[src/rtl/tc77_responder_if.sv]
// tc77_responder_if: the 3-wire nCS/SCK/SIO temperature bus between the tempsense
// master and the TC77 emulator. SIO is split into pad input, output and enable;
// the top level merges them into one tristate pin.
interface tc77_responder_if;
   logic nCS;
   logic SCK;
   logic SIO_I;
   logic SIO_O;
   logic SIO_OE;

   modport master (
      output nCS,
      output SCK,
      output SIO_I,
      input  SIO_O,
      input  SIO_OE
   );

   modport slave (
      input  nCS,
      input  SCK,
      input  SIO_I,
      output SIO_O,
      output SIO_OE
   );
endinterface

[src/rtl/tc77_responder.sv]
// tc77_responder: synthesizable TC77 emulator (sensor end of the nCS/SCK/SIO bus).
// Keeps a 13-bit temperature register refreshed from TEMP_IN every CONV_CYCLES
// MCLK cycles while awake, shifts a snapshotted 16-bit frame out MSB-first on SCK
// falls, then takes a 16-bit config word on SCK rises (FFFF = shutdown, 0000 = wake).
// Optional feature macro: TC77_XACT_CNT_EN adds XACT_CNT, a saturating count of
// completed 16-bit read phases.
module tc77_responder #(
   parameter logic [23:0] CONV_CYCLES = 24'd1000,
   parameter logic [15:0] MFR_ID      = 16'h5400
) (
   input  logic               MCLK,
   input  logic               nRESET,
   input  logic signed [12:0] TEMP_IN,
   tc77_responder_if.slave    bus,
   output logic               SHDN,
   output logic               CONV_DONE
`ifdef TC77_XACT_CNT_EN
   ,
   output logic [15:0]        XACT_CNT
`endif
);

   localparam logic [1:0] ST_IDLE  = 2'd0;
   localparam logic [1:0] ST_READ  = 2'd1;
   localparam logic [1:0] ST_WRITE = 2'd2;
   localparam logic [1:0] ST_DONE  = 2'd3;

   logic               ncs_p0, ncs_p1, ncs_p2;
   logic               sck_p0, sck_p1, sck_p2;
   logic               sio_p0, sio_p1;
   logic               ncs_fall, ncs_rise, sck_fall, sck_rise;

   logic [1:0]         state;
   logic [3:0]         bitcnt;
   logic [14:0]        tx_sr;
   logic [14:0]        cfg_sr;
   logic [15:0]        cfg_word;
   logic [15:0]        frame_word;
   logic               cfg_last, cfg_wake, cfg_sleep;

   logic [23:0]        conv_cnt;
   logic signed [12:0] temp_reg;
   logic               sio_o_q, sio_oe_q, shdn_q, conv_done_q;

   // Bus control lines: two-flop synchronizer plus a history flop for edge detection.
   // nCS resets to its idle-high level so leaving reset never looks like a select.
   always_ff @(posedge MCLK) begin
      if (!nRESET) begin
         ncs_p0 <= 1'b1;
         ncs_p1 <= 1'b1;
         ncs_p2 <= 1'b1;
         sck_p0 <= 1'b0;
         sck_p1 <= 1'b0;
         sck_p2 <= 1'b0;
      end else begin
         ncs_p0 <= bus.nCS;
         ncs_p1 <= ncs_p0;
         ncs_p2 <= ncs_p1;
         sck_p0 <= bus.SCK;
         sck_p1 <= sck_p0;
         sck_p2 <= sck_p1;
      end
   end

   // SIO data synchronizer, aligned with the SCK chain so a rise sees settled data
   always_ff @(posedge MCLK) begin
      sio_p0 <= bus.SIO_I;
      sio_p1 <= sio_p0;
   end

   // Edge decode, frame selection and config decode at the last write bit
   always_comb begin
      ncs_fall   = ncs_p2 & ~ncs_p1;
      ncs_rise   = ~ncs_p2 & ncs_p1;
      sck_fall   = ~ncs_p1 & sck_p2 & ~sck_p1;
      sck_rise   = ~ncs_p1 & ~sck_p2 & sck_p1;
      frame_word = shdn_q ? MFR_ID : {temp_reg, conv_done_q, 2'b00};
      cfg_word   = {cfg_sr, sio_p1};
      cfg_last   = (state == ST_WRITE) && sck_rise && (bitcnt == 4'd15);
      cfg_wake   = cfg_last && (cfg_word == 16'h0000);
      cfg_sleep  = cfg_last && (cfg_word == 16'hFFFF);
   end

   // Bus transaction FSM: snapshot and shift out on SCK falls, then collect config on rises
   always_ff @(posedge MCLK) begin
      if (!nRESET) begin
         state    <= ST_IDLE;
         bitcnt   <= 4'd0;
         sio_o_q  <= 1'b0;
         sio_oe_q <= 1'b0;
      end else if (ncs_rise) begin
         state    <= ST_IDLE;
         sio_oe_q <= 1'b0;
      end else begin
         case (state)
            ST_IDLE: begin
               if (ncs_fall) begin
                  tx_sr    <= frame_word[14:0];
                  sio_o_q  <= frame_word[15];
                  sio_oe_q <= 1'b1;
                  bitcnt   <= 4'd0;
                  state    <= ST_READ;
               end
            end
            ST_READ: begin
               if (sck_fall) begin
                  if (bitcnt == 4'd15) begin
                     sio_oe_q <= 1'b0;
                     bitcnt   <= 4'd0;
                     state    <= ST_WRITE;
                  end else begin
                     bitcnt  <= bitcnt + 4'd1;
                     sio_o_q <= tx_sr[14];
                     tx_sr   <= {tx_sr[13:0], 1'b0};
                  end
               end
            end
            ST_WRITE: begin
               if (sck_rise) begin
                  cfg_sr <= cfg_word[14:0];
                  if (bitcnt == 4'd15) begin
                     bitcnt <= 4'd0;
                     state  <= ST_DONE;
                  end else begin
                     bitcnt <= bitcnt + 4'd1;
                  end
               end
            end
            default: begin
               sio_oe_q <= 1'b0;
            end
         endcase
      end
   end

   // Conversion timing and shutdown/wake handling; wake overrides a same-cycle conversion flag
   always_ff @(posedge MCLK) begin
      if (!nRESET) begin
         conv_cnt    <= 24'd0;
         temp_reg    <= 13'sd0;
         conv_done_q <= 1'b0;
         shdn_q      <= 1'b0;
      end else begin
         if (!shdn_q) begin
            if (conv_cnt == CONV_CYCLES - 24'd1) begin
               temp_reg    <= TEMP_IN;
               conv_done_q <= 1'b1;
               conv_cnt    <= 24'd0;
            end else begin
               conv_cnt <= conv_cnt + 24'd1;
            end
         end
         if (cfg_wake) begin
            shdn_q      <= 1'b0;
            conv_done_q <= 1'b0;
            conv_cnt    <= 24'd0;
         end else if (cfg_sleep) begin
            shdn_q <= 1'b1;
         end
      end
   end

`ifdef TC77_XACT_CNT_EN
   logic        read_done;
   logic [15:0] xact_cnt;

   assign read_done = (state == ST_READ) && sck_fall && (bitcnt == 4'd15) && !ncs_rise;

   // Count completed 16-bit read phases, holding at full scale
   always_ff @(posedge MCLK) begin
      if (!nRESET) begin
         xact_cnt <= 16'd0;
      end else if (read_done && (xact_cnt != 16'hFFFF)) begin
         xact_cnt <= xact_cnt + 16'd1;
      end
   end

   assign XACT_CNT = xact_cnt;
`endif

   assign bus.SIO_O  = sio_o_q;
   assign bus.SIO_OE = sio_oe_q;
   assign SHDN       = shdn_q;
   assign CONV_DONE  = conv_done_q;

endmodule
[src/flat_wrapper.sv]
// flat-port wrapper written by rule: the top's interface ports become plain ports
module tc77_responder_flat 
#(
   parameter logic [23:0] CONV_CYCLES = 24'd1000,
   parameter logic [15:0] MFR_ID      = 16'h5400
)
  (MCLK, nRESET, TEMP_IN, SHDN, CONV_DONE, bus_nCS, bus_SCK, bus_SIO_I, bus_SIO_O, bus_SIO_OE);
  tc77_responder_if bus_i ();
  input  logic MCLK;
  input  logic nRESET;
  input  logic signed [12:0] TEMP_IN;
  output logic SHDN;
  output logic CONV_DONE;
  input wire logic [$bits(bus_i.nCS)-1:0] bus_nCS;
  input wire logic [$bits(bus_i.SCK)-1:0] bus_SCK;
  input wire logic [$bits(bus_i.SIO_I)-1:0] bus_SIO_I;
  output wire logic [$bits(bus_i.SIO_O)-1:0] bus_SIO_O;
  output wire logic [$bits(bus_i.SIO_OE)-1:0] bus_SIO_OE;
  assign bus_i.nCS = bus_nCS;
  assign bus_i.SCK = bus_SCK;
  assign bus_i.SIO_I = bus_SIO_I;
  assign bus_SIO_O = bus_i.SIO_O;
  assign bus_SIO_OE = bus_i.SIO_OE;
  tc77_responder #(.CONV_CYCLES(CONV_CYCLES), .MFR_ID(MFR_ID)) u_core (.MCLK(MCLK), .nRESET(nRESET), .TEMP_IN(TEMP_IN), .bus(bus_i), .SHDN(SHDN), .CONV_DONE(CONV_DONE));
endmodule
[config.mk]
export PLATFORM = sky130hd
export DESIGN_NAME = tc77_responder_flat
export DESIGN_NICKNAME = d
export VERILOG_FILES = /design/src/rtl/tc77_responder_if.sv /design/src/rtl/tc77_responder.sv /design/src/flat_wrapper.sv
export SDC_FILE = /design/constraint.sdc
export NUM_CORES = 1
export LEC_CHECK = 0
export BUFFER_PORTS_ARGS = -buffer_cell sky130_fd_sc_hd__buf_2
export CAP_MARGIN = 25
export CORE_MARGIN = 2
export CORE_UTILIZATION = 65
export DETAILED_ROUTE_END_ITERATION = 6
export HOLD_SLACK_MARGIN = 0.05
export MAX_ROUTING_LAYER = met4
export PLACE_DENSITY = 0.95
export SKIP_CTS_REPAIR_TIMING = 1
export SLEW_MARGIN = 15
export SYNTH_ARGS = -nofsm -noshare
export SYNTH_HDL_FRONTEND = slang
export SYNTH_SLANG_ARGS = --single-unit
[constraint.sdc]
create_clock -name MCLK -period 2.9 [get_ports MCLK]
set_clock_uncertainty 0.1 [all_clocks]
set_input_delay 0.29 -clock MCLK [delete_from_list [all_inputs] [get_ports MCLK]]
set_output_delay 0.29 -clock MCLK [all_outputs]
set_load 0.1 [all_outputs]
==> impl_metrics.csv <==
group,metric,value,unit
run_status,status,"completed",
cts,clock_path_buffers,2,
finish,largest_register,"u_core.conv_cnt",
die,core_area,5473,µm²
yosys,synth_mux_area_share,4.358,%
finish,reg_top3,"u_core.conv_cnt: 24 flops, u_core.cfg_sr: 15 flops",
cts,cts_tree,"built",
yosys,yosys_most_used_dff,"dfxtp_1",
worst_setup_path,crit_path_end_kind,"flip-flop",
yosys,synthAdderAreaFrac,2.383,%
place,dp_hpwl,5.067,mm
worst_setup_path,cp_top_family,"simple AND/OR/NAND/NOR gates",
yosys,synthXorXnorAreaFrac,2.383,%
die,die_area,6271,µm²
yosys,async_flop_share,0,%
grt,grt_pass1_wl,13.14,mm
yosys,synth_compound_area_share,11.92,%
job,cap_violations,0,
yosys,synthSimpleGateAreaFrac,22.91,%
worst_setup_path,cp_slowest_cell,"or4_1",
yosys,synth_nets,391,
finish,mostFrequentLayoutCells,"dfxtp_1, nand2_1, edfxtp_1",
yosys,syn_inst,366,
finish,multiInputGateArea,1622,µm²
pwr,ir_worst_vdd,0.5569,mV
timing,period_needed,2.347,ns
cts,clk_latency,0.35,ns
finish,stdcell_area,4106,µm²
worst_setup_path,max_stage_delay,0.63,ns
cts,cts-root-buf,"clkbuf_8",
die,ioPinCount,22,
finish,register_area,1942,µm²
yosys,synth_edf_count,28,
place,placed_area,3845,µm²
worst_setup_path,start_kind,"flip-flop",
detailed_routing,vias,2878,
grt,antenna_found_initial,0,
grt,grt-ovfl-total,0,
timing,relSlewSlack,57.04,%
hold_path,hp-class,"input pin to flip-flop",
finish,fillers,364,
detailed_routing,drtIter0Drc,206,
worst_setup_path,path_buf_inv,0,
place,numPortBuffers,21,
cts,clk_pin_slew_worst_paths,0.08,ns
worst_setup_path,cp_max_fo,13,
yosys,synth-warning-count,0,
timing,rsz0062_at_grt,"no",
worst_setup_path,arrival,2.52,ns
timing,setup-violations-final,0,
timing,hold_viol_final,0,
timing,fmax,0.4261,GHz
finish,largest_reg_flops,24,
grt,grt_max_degree,36,
yosys,synth_top_family_by_area,"simple AND/OR/NAND/NOR gates",
grt,grt_pass1_vias,2806,
cts,numCtsBuffers,9,
finish,final_common_cell,"dfxtp_1",
finish,antenna_cells,0,
grt,grt_use_total,28.06,%
detailed_routing,antenna_left,0,
timing,drv_slew,0,
yosys,synth-seq-area-share,52.84,%
yosys,ys_ff_latch,83,
worst_setup_path,path_cells,"ha_1 > and3b_1 > nand4bb_1 > or4_1 > a211oi_1",
finish,num-nets-final,414,
yosys,yosys.cell_types.count,51,
die,rows,27,
detailed_routing,wl,7.961,mm
timing,tightestPinTransition,0.6444,ns
timing,finalCritPeriodShare,80.94,%
die,die_w,79.19,µm
place,place.gp.congestion,0.9497,
yosys,syn_area_per_cell,10.04,µm²
detailed_routing,wl_per_cell,17.08,µm
yosys,synth.cell_area,3675,µm²
timing,tns,0,ns
finish,drive_above_1_share,12.69,%
pwr,power_leakage,1.400,nW
pwr,fin_total_pwr,0.002649,W
cts,cts_max_level,3,
cts,cts_sinks,83,
detailed_routing,vias_per_cell,6.176,
pwr,p_per_area,645.0,nW/µm²
worst_setup_path,worstSetupPathType,"flip-flop to flip-flop",
worst_setup_path,cp.required,3.07,ns
die,dieHeight,79.19,µm
die,initial_core_util,67.15,%
detailed_routing,drc,0,
detailed_routing,first_pass_iters,5,
finish,syn_to_final_growth,11.75,%
==> where the power goes <==
group / internal, W / switching, W / total [W]
Clock: 0.000574 / 0.000430 / 0.00100
Combinational: 0.000122 / 0.000255 / 0.000377
Sequential: 0.00124 / 0.0000280 / 0.00127
Total: 0.00194 / 0.000713 / 0.00265
==> path summary, 6_finish.rpt <==
path,from,endpoint,slack [ns],cells past startpoint
max,u_core.conv_cnt[0],u_core.conv_cnt[20],0.55,5
min,bus_SCK,u_core.sck_p0,0.04,2
max reg2reg,u_core.conv_cnt[0],u_core.conv_cnt[20],0.55,5
min reg2reg,u_core.sio_p0,u_core.sio_p1,0.23,0
==> cell usage after synthesis (all sizes together) (6+ instances only) <==
library cell	n	area share (%)
nand4	10	1.9
or3	7	1.2
and2	7	1.2
nand2	51	5.2
dfxtp	55	30
mux2i	16	4.4
nand2b	13	2.2
inv	11	1.1
edfxtp	28	23
a21oi	7	0.95
clkbuf	12	1.2
nor2	7	0.72
ha	7	2.4
o21ai	27	3.7
nand3	10	1.4
o31ai	6	1.2
a211oi	13	2.7
or4	9	1.9
nor3	13	1.8
nor4	10	1.7
==> per-stage QoR <==
step | std cells | hold WS [ns] | util [%] | setup slack [ns]
3_5_place_dp | 448 | 0.2121 | 70.26 | 0.6720
3_3_place_gp | 448 | 0.2138 | 70.26 | 0.7696
5_1_grt | 466 | 0.06650 | 75.03 | 0.4223
4_1_cts | 464 | -0.05981 | 74.67 | 0.6032
2_1_floorplan | 366 | 0.2096 | - | 0.5233
6_report | 466 | 0.04406 | 75.03 | 0.5529
==> cells by family (layout without fill, tap and decap cells) <==
| logic type | Yosys count | count (layout) |
|---|---|---|
| fa+ha+maj | 7 | 7 |
| mux | 16 | 16 |
| xor+xnor | 10 | 10 |
| compound gates | 68 | 68 |
| flops | 83 | 83 |
| buf+inv | 28 | 56 |
| simple gates | 154 | 154 |
==> per-layer routing <==
metal	up-vias	track usage (%)	wire length (µm)
met5	-	-	0
met4	0	11.90	193
met3	22	5.682	382
met2	105	47.37	4023
met1	1360	32.78	3361
li1	1391	-	-
==> layout make-up <==
cell class | instances | area share (%)
clock buffer | 10 | 3.108
multi-input combinational | 255 | 39.49
tap | 72 | 2.194
clock inverter | 6 | 2.773
sequential | 83 | 47.29
inverter | 11 | 1.005
timing repair buffer | 29 | 4.144
Note: power is estimated with default switching activity, not from simulation.
